--- src/rtl/wide_mem_loader_pkg.sv ---
// Shared types and sizing helpers for the wide memory stream loader.
package wide_mem_loader_pkg;

    // Transfer sequencing states.
    typedef enum logic [1:0] {
        ST_IDLE  = 2'd0,
        ST_FILL  = 2'd1,
        ST_WRITE = 2'd2,
        ST_DONE  = 2'd3
    } loader_state_e;

    // Number of byte lanes in one memory word.
    function automatic int bytes_per_word(input int data_width);
        return data_width / 8;
    endfunction

    // Index width for a range of n entries, never narrower than one bit.
    function automatic int addr_width(input int n);
        return (n > 1) ? $clog2(n) : 1;
    endfunction

endpackage

--- src/rtl/wide_mem_stream_loader_byte_word_packer.sv ---
// Assembles incoming bytes little-endian into one memory word with strobes.
module byte_word_packer
    import wide_mem_loader_pkg::*;
#(
    parameter int DataWidth = 512,
    localparam int BytesPerWord = bytes_per_word(DataWidth),
    localparam int LaneWidth    = addr_width(BytesPerWord)
) (
    input  logic                    clk_i,
    input  logic                    rst_ni,
    input  logic                    clear_i,
    input  logic                    wr_i,
    input  logic                    last_i,
    input  logic [7:0]              byte_i,
    output logic [DataWidth-1:0]    data_o,
    output logic [BytesPerWord-1:0] strb_o,
    output logic                    word_done_o
);

    logic [LaneWidth-1:0]    lane_q, lane_d;
    logic [DataWidth-1:0]    data_q, data_d;
    logic [BytesPerWord-1:0] strb_q, strb_d;
    logic                    lane_full;

    // The byte being written now lands in the top lane.
    assign lane_full   = (lane_q == LaneWidth'(BytesPerWord - 1));
    // The word is complete when the top lane fills or the stream ends early.
    assign word_done_o = wr_i & (lane_full | last_i);

    // Lane pointer advances per byte and returns to lane 0 on clear.
    always_comb begin
        lane_d = lane_q;
        if (clear_i) begin
            lane_d = '0;
        end else if (wr_i) begin
            lane_d = lane_q + LaneWidth'(1);
        end
    end

    // Each lane captures the byte when the pointer addresses it.
    for (genvar gi = 0; gi < BytesPerWord; gi++) begin : g_lane
        logic lane_hit;
        assign lane_hit = wr_i && (lane_q == LaneWidth'(gi));
        assign data_d[8*gi +: 8] = clear_i ? 8'h00 : (lane_hit ? byte_i : data_q[8*gi +: 8]);
        assign strb_d[gi]        = clear_i ? 1'b0  : (lane_hit ? 1'b1   : strb_q[gi]);
    end

    // Assembly registers.
    always_ff @(posedge clk_i or negedge rst_ni) begin
        if (!rst_ni) begin
            lane_q <= '0;
            data_q <= '0;
            strb_q <= '0;
        end else begin
            lane_q <= lane_d;
            data_q <= data_d;
            strb_q <= strb_d;
        end
    end

    assign data_o = data_q;
    assign strb_o = strb_q;

endmodule

--- src/rtl/wide_mem_stream_loader.sv ---
// Byte-stream preload engine: packs bytes into wide words and writes them to
// one of several SRAM targets over a req/gnt port.
module wide_mem_stream_loader
    import wide_mem_loader_pkg::*;
#(
    parameter int DataWidth  = 512,
    parameter int Depth      = 16384,
    parameter int NumTargets = 4,
    parameter int LenWidth   = 32,
    localparam int BytesPerWord = bytes_per_word(DataWidth),
    localparam int AddrWidth    = addr_width(Depth),
    localparam int TgtWidth     = addr_width(NumTargets)
) (
    input  logic                    clk_i,
    input  logic                    rst_ni,
    input  logic                    start_i,
    input  logic                    abort_i,
    input  logic [AddrWidth-1:0]    base_addr_i,
    input  logic [LenWidth-1:0]     len_bytes_i,
    input  logic [TgtWidth-1:0]     target_i,
    input  logic                    in_valid_i,
    output logic                    in_ready_o,
    input  logic [7:0]              in_data_i,
    output logic                    mem_req_o,
    input  logic                    mem_gnt_i,
    output logic [NumTargets-1:0]   mem_sel_o,
    output logic [AddrWidth-1:0]    mem_addr_o,
    output logic [DataWidth-1:0]    mem_wdata_o,
    output logic [BytesPerWord-1:0] mem_strb_o,
    output logic                    busy_o,
    output logic                    done_o,
    output logic                    err_o
);

    // Wide enough that base + word count can never wrap during the check.
    localparam int CheckWidth = LenWidth + AddrWidth + 2;

    // The request bundle's widths follow this instance's parameters.
    typedef struct packed {
        logic [NumTargets-1:0]   sel;
        logic [AddrWidth-1:0]    addr;
        logic [DataWidth-1:0]    wdata;
        logic [BytesPerWord-1:0] strb;
    } mem_req_t;

    loader_state_e           state_q, state_d;
    logic                    err_q, err_d;
    logic [AddrWidth-1:0]    addr_q, addr_d;
    logic [LenWidth-1:0]     len_q, len_d;
    logic [LenWidth-1:0]     cnt_q, cnt_d;
    logic [TgtWidth-1:0]     tgt_q, tgt_d;

    logic                    pk_clear, pk_wr, pk_last, pk_word_done;
    logic [DataWidth-1:0]    pk_data;
    logic [BytesPerWord-1:0] pk_strb;

    logic [CheckWidth-1:0]   words_needed, span_end;
    logic                    start_len_zero, start_bad_target, start_overflow;
    logic [NumTargets-1:0]   sel_onehot;
    mem_req_t                mem_bus;

    // Start legality: the whole span must fit so the address never wraps.
    assign words_needed     = (CheckWidth'(len_bytes_i) + CheckWidth'(BytesPerWord - 1))
                              / CheckWidth'(BytesPerWord);
    assign span_end         = CheckWidth'(base_addr_i) + words_needed;
    assign start_overflow   = (span_end > CheckWidth'(Depth));
    assign start_bad_target = ({1'b0, target_i} >= (TgtWidth + 1)'(NumTargets));
    assign start_len_zero   = (len_bytes_i == '0);

    // The byte being accepted now is the final byte of the transfer.
    assign pk_last = ((cnt_q + LenWidth'(1)) == len_q);

    byte_word_packer #(
        .DataWidth(DataWidth)
    ) u_packer (
        .clk_i      (clk_i),
        .rst_ni     (rst_ni),
        .clear_i    (pk_clear),
        .wr_i       (pk_wr),
        .last_i     (pk_last),
        .byte_i     (in_data_i),
        .data_o     (pk_data),
        .strb_o     (pk_strb),
        .word_done_o(pk_word_done)
    );

    // Next-state, counters and handshake outputs; abort overrides FILL/WRITE.
    always_comb begin
        state_d    = state_q;
        err_d      = err_q;
        addr_d     = addr_q;
        len_d      = len_q;
        cnt_d      = cnt_q;
        tgt_d      = tgt_q;
        pk_clear   = 1'b0;
        pk_wr      = 1'b0;
        in_ready_o = 1'b0;
        mem_req_o  = 1'b0;
        done_o     = 1'b0;
        case (state_q)
            ST_IDLE: begin
                if (start_i) begin
                    if (start_len_zero) begin
                        err_d   = 1'b0;
                        state_d = ST_DONE;
                    end else if (start_bad_target || start_overflow) begin
                        err_d = 1'b1;
                    end else begin
                        err_d    = 1'b0;
                        addr_d   = base_addr_i;
                        len_d    = len_bytes_i;
                        tgt_d    = target_i;
                        cnt_d    = '0;
                        pk_clear = 1'b1;
                        state_d  = ST_FILL;
                    end
                end
            end
            ST_FILL: begin
                in_ready_o = 1'b1;
                if (abort_i) begin
                    pk_clear = 1'b1;
                    state_d  = ST_IDLE;
                end else if (in_valid_i) begin
                    pk_wr = 1'b1;
                    cnt_d = cnt_q + LenWidth'(1);
                    if (pk_word_done) begin
                        state_d = ST_WRITE;
                    end
                end
            end
            ST_WRITE: begin
                mem_req_o = 1'b1;
                if (abort_i) begin
                    pk_clear = 1'b1;
                    state_d  = ST_IDLE;
                end else if (mem_gnt_i) begin
                    pk_clear = 1'b1;
                    addr_d   = addr_q + AddrWidth'(1);
                    state_d  = (cnt_q == len_q) ? ST_DONE : ST_FILL;
                end
            end
            ST_DONE: begin
                done_o  = 1'b1;
                state_d = ST_IDLE;
            end
            default: state_d = ST_IDLE;
        endcase
    end

    // Control and bookkeeping registers.
    always_ff @(posedge clk_i or negedge rst_ni) begin
        if (!rst_ni) begin
            state_q <= ST_IDLE;
            err_q   <= 1'b0;
            addr_q  <= '0;
            len_q   <= '0;
            cnt_q   <= '0;
            tgt_q   <= '0;
        end else begin
            state_q <= state_d;
            err_q   <= err_d;
            addr_q  <= addr_d;
            len_q   <= len_d;
            cnt_q   <= cnt_d;
            tgt_q   <= tgt_d;
        end
    end

    // One-hot target decode of the latched selection.
    for (genvar gi = 0; gi < NumTargets; gi++) begin : g_sel
        assign sel_onehot[gi] = (tgt_q == TgtWidth'(gi));
    end

    // Select only asserts alongside a request; the rest come from registers.
    assign mem_bus.sel   = mem_req_o ? sel_onehot : '0;
    assign mem_bus.addr  = addr_q;
    assign mem_bus.wdata = pk_data;
    assign mem_bus.strb  = pk_strb;

    assign mem_sel_o   = mem_bus.sel;
    assign mem_addr_o  = mem_bus.addr;
    assign mem_wdata_o = mem_bus.wdata;
    assign mem_strb_o  = mem_bus.strb;
    assign busy_o      = (state_q != ST_IDLE);
    assign err_o       = err_q;

endmodule
--- config.mk ---
export PLATFORM = sky130hd
export DESIGN_NAME = wide_mem_stream_loader
export DESIGN_NICKNAME = d
export VERILOG_FILES = /design/src/rtl/wide_mem_loader_pkg.sv /design/src/rtl/wide_mem_stream_loader_byte_word_packer.sv /design/src/rtl/wide_mem_stream_loader.sv
export SDC_FILE = /design/constraint.sdc
export NUM_CORES = 1
export LEC_CHECK = 0
export CAP_MARGIN = 0
export CORE_ASPECT_RATIO = 0.8
export CORE_MARGIN = 4
export CORE_UTILIZATION = 52
export DETAILED_ROUTE_END_ITERATION = 12
export HOLD_SLACK_MARGIN = 0.08
export PLACE_DENSITY = 0.83
export SLEW_MARGIN = 20
export SYNTH_ARGS = -nofsm -noshare
export SYNTH_HDL_FRONTEND = slang
export SYNTH_HIERARCHICAL = 1
export SYNTH_SLANG_ARGS = --single-unit
--- constraint.sdc ---
create_clock -name clk_i -period 5.3 [get_ports clk_i]
set_input_delay 0.53 -clock clk_i [delete_from_list [all_inputs] [get_ports clk_i]]
set_output_delay 0.53 -clock clk_i [all_outputs]
set_load 0.005 [all_outputs]
# Yosys cells after proc, flatten, opt, wreduce, memory -nomap -nowiden
# Cells that the tools add are included.
# Widths: inputs -> output; s select.
[op_classes]
n_addsub = 5
magnitude_cmp = 1
eq_ne = 82
muxes = 296
n_bitwise = 4
n_reduce_logical = 141
[op_table]
columns = ["op", "n"]
rows = [
  ["$mux 8", 128],
  ["$eq 6x6->1 const B", 32],
  ["$mux 32", 5],
  ["$mux 1", 142],
  ["$reduce_bool 2->1", 68],
  ["$eq 6x5->1 const B", 16],
  ["$mux 14", 5],
  ["$eq 32x32->1", 2],
  ["$logic_and 1x1->1", 64],
  ["$pmux 32 s2", 1],
  ["$eq 6x4->1 const B", 8],
  ["$add 32x6->33 const B", 1],
  ["$add 32x1->32 const B", 1],
  ["$logic_not 32->1", 1],
  ["$add 14x27->28", 1],
  ["$gt 28x15->1 const B", 1],
  ["$pmux 14 s2", 1],
  ["$eq 6x3->1 const B", 4],
  ["$mux 2", 9],
  ["$add 14x1->14 const B", 1],
  ["$ne 2x2->1 const B", 7],
  ["$eq 6x2->1 const B", 2],
  ["$mux 6", 2],
  ["$ne 3x3->1 const B", 4],
  ["16 further kinds", 23],
]
[word_totals]
register_bits = 665
inputBits = 62
out_inout_bits = 599

# Longest topological paths before layout
# Gate-level depths: netlist of run 1.
[depth]
word_depth = 8
depth_mapped = 28
mapped_depth_nobuf = 21

# Modules after synthesis
# The synthesis of run 1 kept the hierarchy.
[modules_own_cells]
columns = ["module", "instances", "cells_per_inst", "area_each_um2", "seq_area_each_um2"]
rows = [
  ["byte_word_packer", 1, 2015, 25409.4, 14564.0],
  ["wide_mem_stream_loader", 1, 802, 6691.4, 2077.0],
]

# Worst setup path after synthesis of run 1
# Ideal clock, no wire load.
[synth_timing]
path_type = "input to register"
startpoint = "in len_bytes_i[1]"
endpoint = "reg u_packer.strb_q[35], in the netlist u_packer/strb_o[35]"
setup_ns = 0.132
arrival_time_ns = 5.707
required_ns = 5.168
setup_slack_ns = -0.539
stages = 27
path_cell_list = "nor2_1 nand2_1 nand4_1 nor2_1 nand3_1 nor2_1 nand4_1 xnor2_1 ha_1 clkbuf_1 and4_1 o2111ai_1 nand3_1 or4b_1 buf_2 a2111oi_4 o311ai_1 nor4_4 and3_1 buf_4 buf_6 a211o_1 clkbuf_1 buf_2 clkbuf_1 clkbuf_1 nor2_1"
[synth_between]
elab_chain_len = 8
[synth_rtl]
columns = ["item", "line", "rtl"]
rows = [
  ["start: declaration", "wide_mem_stream_loader.sv:19", "input logic [LenWidth-1:0] len_bytes_i,"],
  ["$add 32x6->33", "wide_mem_stream_loader.sv:63", "assign words_needed = (CheckWidth'(len_bytes_i) + CheckWidth'(BytesPerWord - 1))"],
  ["$add 14x27->28", "wide_mem_stream_loader.sv:65", "assign span_end = CheckWidth'(base_addr_i) + words_needed;"],
  ["$gt 28x15->1", "wide_mem_stream_loader.sv:66", "assign start_overflow = (span_end > CheckWidth'(Depth));"],
  ["$mux 1", "wide_mem_stream_loader.sv:106", "end else if (start_bad_target || start_overflow) begin"],
  ["$mux 1 (*)", "wide_mem_stream_loader.sv:103", "if (start_len_zero) begin"],
  ["$mux 1 (*)", "wide_mem_stream_loader.sv:102", "if (start_i) begin"],
  ["$pmux 1 s3 (*)", "wide_mem_stream_loader.sv:100", "case (state_q)"],
  ["via pk_clear", "wide_mem_stream_loader.sv:53", "logic pk_clear, pk_wr, pk_last, pk_word_done;"],
  ["$mux 1 / $reduce_bool 2->1 (equally long branches)", "-", ""],
  ["end signal: assignment", "wide_mem_stream_loader_byte_word_packer.sv:57", "strb_q <= strb_d;"],
  ["end: declaration", "wide_mem_stream_loader_byte_word_packer.sv:22", "logic [BytesPerWord-1:0] strb_q, strb_d;"],
]
# Mark *: on every way through the listed nets, which the timed path passes. The rest lies on a longest branch.
# A chain may end at the register's enable or synchronous reset.

# Worst setup path after layout of run 1
[layout_timing]
startpoint = "in len_bytes_i[1]"
endpoint = "reg u_packer.data_q[104], in the netlist u_packer/data_o[104]"
[layout_between]
elab_chain_len = 8
[layout_rtl]
columns = ["item", "line", "rtl"]
rows = [
  ["$add 32x6->33", "wide_mem_stream_loader.sv:63", ""],
  ["$add 14x27->28", "wide_mem_stream_loader.sv:65", ""],
  ["$gt 28x15->1", "wide_mem_stream_loader.sv:66", ""],
  ["$mux 1", "wide_mem_stream_loader.sv:106", ""],
  ["$mux 1 (*)", "wide_mem_stream_loader.sv:103", ""],
  ["$mux 1 (*)", "wide_mem_stream_loader.sv:102", ""],
  ["$pmux 1 s3 (*)", "wide_mem_stream_loader.sv:100", ""],
  ["via pk_clear", "wide_mem_stream_loader.sv:53", ""],
  ["$mux 8 / $reduce_bool 2->1 (equally long branches)", "-", ""],
  ["end signal: assignment", "wide_mem_stream_loader_byte_word_packer.sv:56", "data_q <= data_d;"],
  ["end: declaration", "wide_mem_stream_loader_byte_word_packer.sv:21", "logic [DataWidth-1:0] data_q, data_d;"],
]
# Marks and branches as above.

==> metrics.txt, run 1 <==
die width 286 um; Synth area leader dfrtp_1; layout cells sized above 1 0.122; Max FO, Critical Path 15; DRC Markers 0; DRT Wirelength 115000 um; mapped cell area 32100 um2; Critical Path End Type flop; Core Area 61100 um2; FF-to-FF setup slack 520 ps; clock power share 0.454; measured slew at the worst slew-check pin 943 ps; hold_ws 410 ps; DRT Pass-1 Iters 7; Max Root-Sink Buffers 3; Leak 21.9 nW; syn avg cell area 11.4 um2; first-pass GRT wire length 169000 um; Num CTS Buffers 69; ant diodes 0; Final WS setup 153 ps; Synth area leaders dfrtp_1, mux2i_1, nand2b_1; Internal Power 8.17 mW; post-synthesis sequential area ratio 0.518; post-layout net count 3611; Worst Reg2Reg Path Length in Cells 19; Area Growth Syn to Fin 34.2%; # setup viols final 0; part of the power in registers 0.477; P_sw 2.57 mW; Seq cells post-synth 665; ys flop type dfrtp_1; setup TNS 0 ps; final hold vios 0; Setup crit start kind primary input; Crit-path slowest cell clkdlybuf4s50_1; remaining antenna violation count after routing 0; Synth top area share 0.518; maximum VDD drop 0.000209 V; fmax 194 MHz; worst hold path class primary input to flop; DR vias 25500; Post-Synthesis Cells 2817; post-DR vias/cell 5.80; critical path's largest stage delay 540 ps; synth unique cells 86; clock slew at reported path FFs 60 ps; data required time at the worst endpoint 5780 ps; Tcrit/Tclk final 0.971; largest net degree at the start of global routing 142; Critical R2R Launch cnt_q[0]; via count of the first global-routing pass 26300; count leader, synth dfrtp_1; Setup CP Type primary input to flop; Rows 81; I/O pin count 661; Max-Cap Viols 0; DIE AREA 65800 um2; GRT Total Usage 0.337; Worst Clk Skew 17.7 ps; Initial Utilization 0.525; CP Data Arrival Time 5620 ps; post-synthesis net count 2900; pre-CTS WS -669 ps; CTS tree yes; status finished, final reports clean; Switching Fraction 0.239; H-tree depth 3; DP HPWL 80600 um; initial DRC count 2468; r2r endpoint state_q[1]; PortBufs 660; max-slew violations 0; routability cong. 0.922; Worst slew margin 0.371; EDFF count, synth 0; initial antenna violation count 2; clk_lat worst skew 610 ps; clock root cell clkbuf_16; fin crit period 5150 ps; die height 230 um; worst min-delay path startpoint len_bytes_i[4]; Overflow after GRT 0; clk sinks 665; Syn. warnings 6; power density cells 249 nW/um2; Async S/R FF share, synth 1.00; Hold Crit Depth 3; combinational share of power 0.069; commonest cells in the netlist dfrtp_1, nand2b_1, mux2i_1; wire per inst 26.0 um; hold endpoint len_q[4]
critical path, delay by kind of cell:
kind / cells / cell delay [ps]
adders and majority gates: 1 / 320
and+or+nand+nor: 13 / 2490
AOI/OAI and AO/OA: 5 / 900
muxes: 1 / 90
xor gates and xnor gates: 1 / 180
buffers and inverters: 4 / 1070
power by group through the flow:
stage               registers, mW  logic (mW)  clock network (mW)
finish                       5.12       0.742                4.87
global route                 5.12       0.793                5.15
CTS                          5.12       0.705                4.94
detailed placement           5.22       0.701                   0
global placement             5.21       0.689                   0
floorplan                    5.21       0.284                   0
what timing repair did:
action | in CTS | in global routing
resized for setup | 2 | 39
hold buffers | 1 | 0
setup buffers | 0 | 4
pin swaps | 0 | 11
endpoints found under the hold margin | 90 | 0
gates cloned | 0 | 5
endpoints found under the setup margin | 10 | 649
state kept, by name, indices dropped and copies added (netlist names):
signal,flops
err_o,1
tgt_q,2
mem_addr_o,14
u_packer/lane_q,6
u_packer/data_o,512
len_q,32
state_q,2
u_packer/strb_o,64
cnt_q,32
metal layers:
metal  up-vias  global-route usage  share of wire
li1      11000                   -              -
met1     13000               0.448           0.41
met2      1199               0.517           0.46
met3       282              0.0853          0.081
met4         4               0.171          0.053
met5         -                   0        0.00019
through the flow:
stage / utilization / std cells / cell area (um2) / power [mW]
floorplan: - / 2817 / 32300 / 5.50
global placement: 0.662 / 4276 / 40400 / 5.90
detailed placement: 0.662 / 4276 / 40400 / 5.92
CTS: 0.699 / 4397 / 42700 / 10.8
global route: 0.705 / 4407 / 43100 / 11.1
finish: 0.705 / 4407 / 43100 / 10.7
cell usage in the layout, fill, tap and decap left out, types with 29 or more instances in the layout:
| cell type | count |
|---|---|
| xor2_1 | 30 |
| dfrtp_1 | 665 |
| nand2b_1 | 518 |
| o21ai_0 | 51 |
| nand3_1 | 36 |
| a21oi_1 | 118 |
| buf_4 | 141 |
| clkbuf_16 | 75 |
| inv_1 | 29 |
| nand2_2 | 35 |
| clkdlybuf4s50_1 | 658 |
| xnor2_1 | 53 |
| nor2_1 | 118 |
| nand2_1 | 81 |
| mux2i_1 | 516 |
cells by family after synthesis:
kind of cell / after synthesis / synth area share
AND/OR/NAND/NOR: 1000 / 0.191
AO/OA/AOI/OAI: 269 / 0.0523
flip-flops: 665 / 0.518
multiplexers: 544 / 0.171
XOR/XNOR: 86 / 0.0235
buffers and inverters: 232 / 0.0360
adder cells (fa/ha/maj): 21 / 0.00842
layout make-up:
cell class / count / area [um2]
fillers: 4297 / 18000
flip-flops and latches: 665 / 16600
multi-input cells: 1920 / 14600
repair buffers: 841 / 8480
clock buffers: 100 / 1990
well taps: 830 / 1040
clock inverters: 20 / 250
inverters: 31 / 116
worst max path at each step:
stage / end / start / cells past startpoint
2_1_floorplan: u_packer/data_o[480] / len_bytes_i[2] / 26
3_3_place_gp: u_packer/data_o[79] / len_bytes_i[2] / 22
3_5_place_dp: u_packer/data_o[316] / len_bytes_i[2] / 22
4_1_cts: u_packer/data_o[155] / len_bytes_i[2] / 22
5_1_grt: u_packer/data_o[218] / len_bytes_i[1] / 24
6_report: u_packer/data_o[104] / len_bytes_i[1] / 25
(Power assumes the default switching activity.)
==> run 2, diff against run 1 <==
--- a/config.mk
+++ b/config.mk
@@ -11,7 +11,7 @@
 export CORE_UTILIZATION = 52
 export DETAILED_ROUTE_END_ITERATION = 12
 export HOLD_SLACK_MARGIN = 0.08
-export PLACE_DENSITY = 0.83
+export PLACE_DENSITY = 0.92
 export SLEW_MARGIN = 20
 export SYNTH_ARGS = -nofsm -noshare
 export SYNTH_HDL_FRONTEND = slang
==> run 2 against run 1 <==
Compared with the run above: register-to-register slack got worse by 60 ps; global-route usage decreased by 0.38 points; cell count decreased by 0.77%; total power increased by 0.84%; setup slack got worse by 3.0 ps; maximum frequency about the same; combinational power decreased by 3.8%; clock skew increased by 38 ps; critical path type unchanged; largest power group unchanged; highest routed layer unchanged.
==> metrics.txt, run 2 (synthesis gave the netlist of run 1 again) <==
H-tree depth 3 (unchanged); maximum VDD drop 0.000207 V (-1.1%); worst-path cell chain clkdlybuf4s50_1, nor4_4, buf_4, and2_1, xnor2_1, ha_1, inv_1, fa_1, nor2b_1, o2111ai_1, a21oi_2, nor2_2, nor4_1, buf_4, mux2_2, o311ai_4, nor4_4, and3_4, a211o_4, buf_12, nand2b_4, buf_12, mux2i_1; register area 16600 um2 (unchanged); data required time at the worst endpoint 5810 ps (+30 ps); Core Area 61100 um2 (unchanged); post-DR vias/cell 5.95 (+2.6%); crit path buf inv count 6 (+2); CP Data Arrival Time 5660 ps (+40 ps); DRC Markers 0 (unchanged); DRT Wirelength 114000 um (-0.12%); measured slew at the worst slew-check pin 1070 ps (+126 ps); wire per inst 26.2 um (+0.66%); CTS tree yes; clk sinks 665 (unchanged); FF-to-FF setup slack 460 ps (-60 ps); post-layout net count 3582 (-0.80%); Crit path max-delay family simple AND/OR/NAND/NOR gates; final hold vios 0 (unchanged); DRT Pass-1 Iters 5 (-2); commonest non-fill, non-tap cell in the layout dfrtp_1; Rows 81 (unchanged); critical path's largest stage delay 460 ps (-80 ps); initial DRC count 2710 (+9.8%); GRT Total Usage 0.334 (-0.00383); max reg flops 512 (unchanged); DIE AREA 65800 um2 (unchanged); die width 286 um (unchanged); Max Root-Sink Buffers 3 (unchanged); Setup CP Type primary input to flop; initial antenna violation count 2 (unchanged); via count of the first global-routing pass 26500 (+0.47%); power density cells 253 nW/um2 (+1.5%); commonest cells after routing, fill and taps aside dfrtp_1, clkdlybuf4s50_1, nand2b_1; Area Growth Syn to Fin 33.4%; Tcrit/Tclk final 0.972 (about the same); DR vias 26000 (+1.8%); hold_ws 311 ps (-99.5 ps); Leak 21.7 nW (-0.77%); final core occ 0.701 (-0.00428); PortBufs 660 (unchanged); # setup viols final 0 (unchanged); Worst Clk Skew 55.7 ps (+38.0 ps); Num CTS Buffers 68 (-1.4%); Initial Utilization 0.525 (unchanged); max-slew violations 0 (unchanged); Overflow after GRT 0 (unchanged); clock slew at reported path FFs 60 ps (about the same); remaining antenna violation count after routing 0 (unchanged); WP depth 23 (-8.0%); clk_lat worst skew 620 ps (about the same); Hold Crit Depth 2 (-1); die height 230 um (unchanged); fill cell count 3966 (-7.7%); Crit-path slowest cell clkdlybuf4s50_1; status finished, final reports clean; fmax 194 MHz (about the same); Max-Cap Viols 0 (unchanged); area taken by multi-input logic gates 14500 um2 (-0.40%); Pwr Total 10.8 mW (+0.84%); Worst slew margin 0.286 (-0.0853); Worst Reg2Reg Path Length in Cells 16 (-3); DP HPWL 76500 um (-5.1%); first-pass GRT wire length 169000 um (-0.29%); Max FO, Critical Path 15 (unchanged); clock root cell clkbuf_16; fin crit period 5150 ps (+2.98 ps); I/O pin count 661 (unchanged); routability cong. 0.934 (+1.3%); worst hold path class primary input to flop; largest net degree at the start of global routing 123 (-13%); Setup crit start kind primary input; Critical Path End Type flop; layout cells sized above 1 0.112 (-0.0101)
[run 2: cell count changes in the layout (fill, tap and decap cells not counted), moves of 4 or more]
cell       change
clkinv_2       -4
buf_6          +4
buf_4         -28
bufinv_16      +5
clkbuf_1       -4
clkbuf_8       -7
[run 2: metal layers]
metal / up-vias / track usage / share of wire / wire length (um)
met4: 2 / 0.176 / 0.060 / 6890
met3: 402 / 0.0862 / 0.096 / 11000
met2: 1496 / 0.516 / 0.45 / 52000
met1: 13100 / 0.434 / 0.39 / 44500
met5: - / 0 / 0.000096 / 11
li1: 11000 / - / - / -
[run 2: final cells by class]
class                      count  share of cell area
clock inverter                26              0.0109
multi-input combinational   1920               0.339
sequential                   665               0.389
inverter                      31             0.00272
clock buffer                  87              0.0428
antenna                        1           0.0000584
timing repair buffer         813               0.192
tap                          830              0.0243
[run 2: what timing repair did]
action | in CTS | in global routing
hold buffers | 1 | 0
gates resized for setup | 1 | 30
setup buffers | 0 | 3
pin swaps | 0 | 6
endpoints found under the hold margin | 94 | 0
cloned | 0 | 6
setup endpoints to repair | 3 | 582
[run 2: where the power goes]
part           internal [mW]  switching, mW
registers               5.10         0.0245
clock network           2.88           2.11
logic                  0.268          0.445
total                   8.24           2.58
[run 2: final timing paths]
kind,startpoint,endpoint
max,len_bytes_i[2],u_packer/data_o[235]
min,len_bytes_i[3],len_q[3]
max reg2reg,cnt_q[6],state_q[1]
min reg2reg,u_packer/strb_o[21],u_packer/strb_o[21]
max in group asynchronous,rst_ni,u_packer/data_o[402]
min in group asynchronous,rst_ni,u_packer/data_o[65]
[run 2: per-stage QoR]
stage               setup TNS [ps]  cells  setup WS (ps)  instance area [um2]
floorplan                    -1760   2817          -14.5                32300
global placement           -215160   4248           -453                40200
detailed placement         -294180   4248           -621                40200
CTS                              0   4362           11.7                42500
global route                 -3.13   4373          -3.13                42800
finish                           0   4373            150                42800
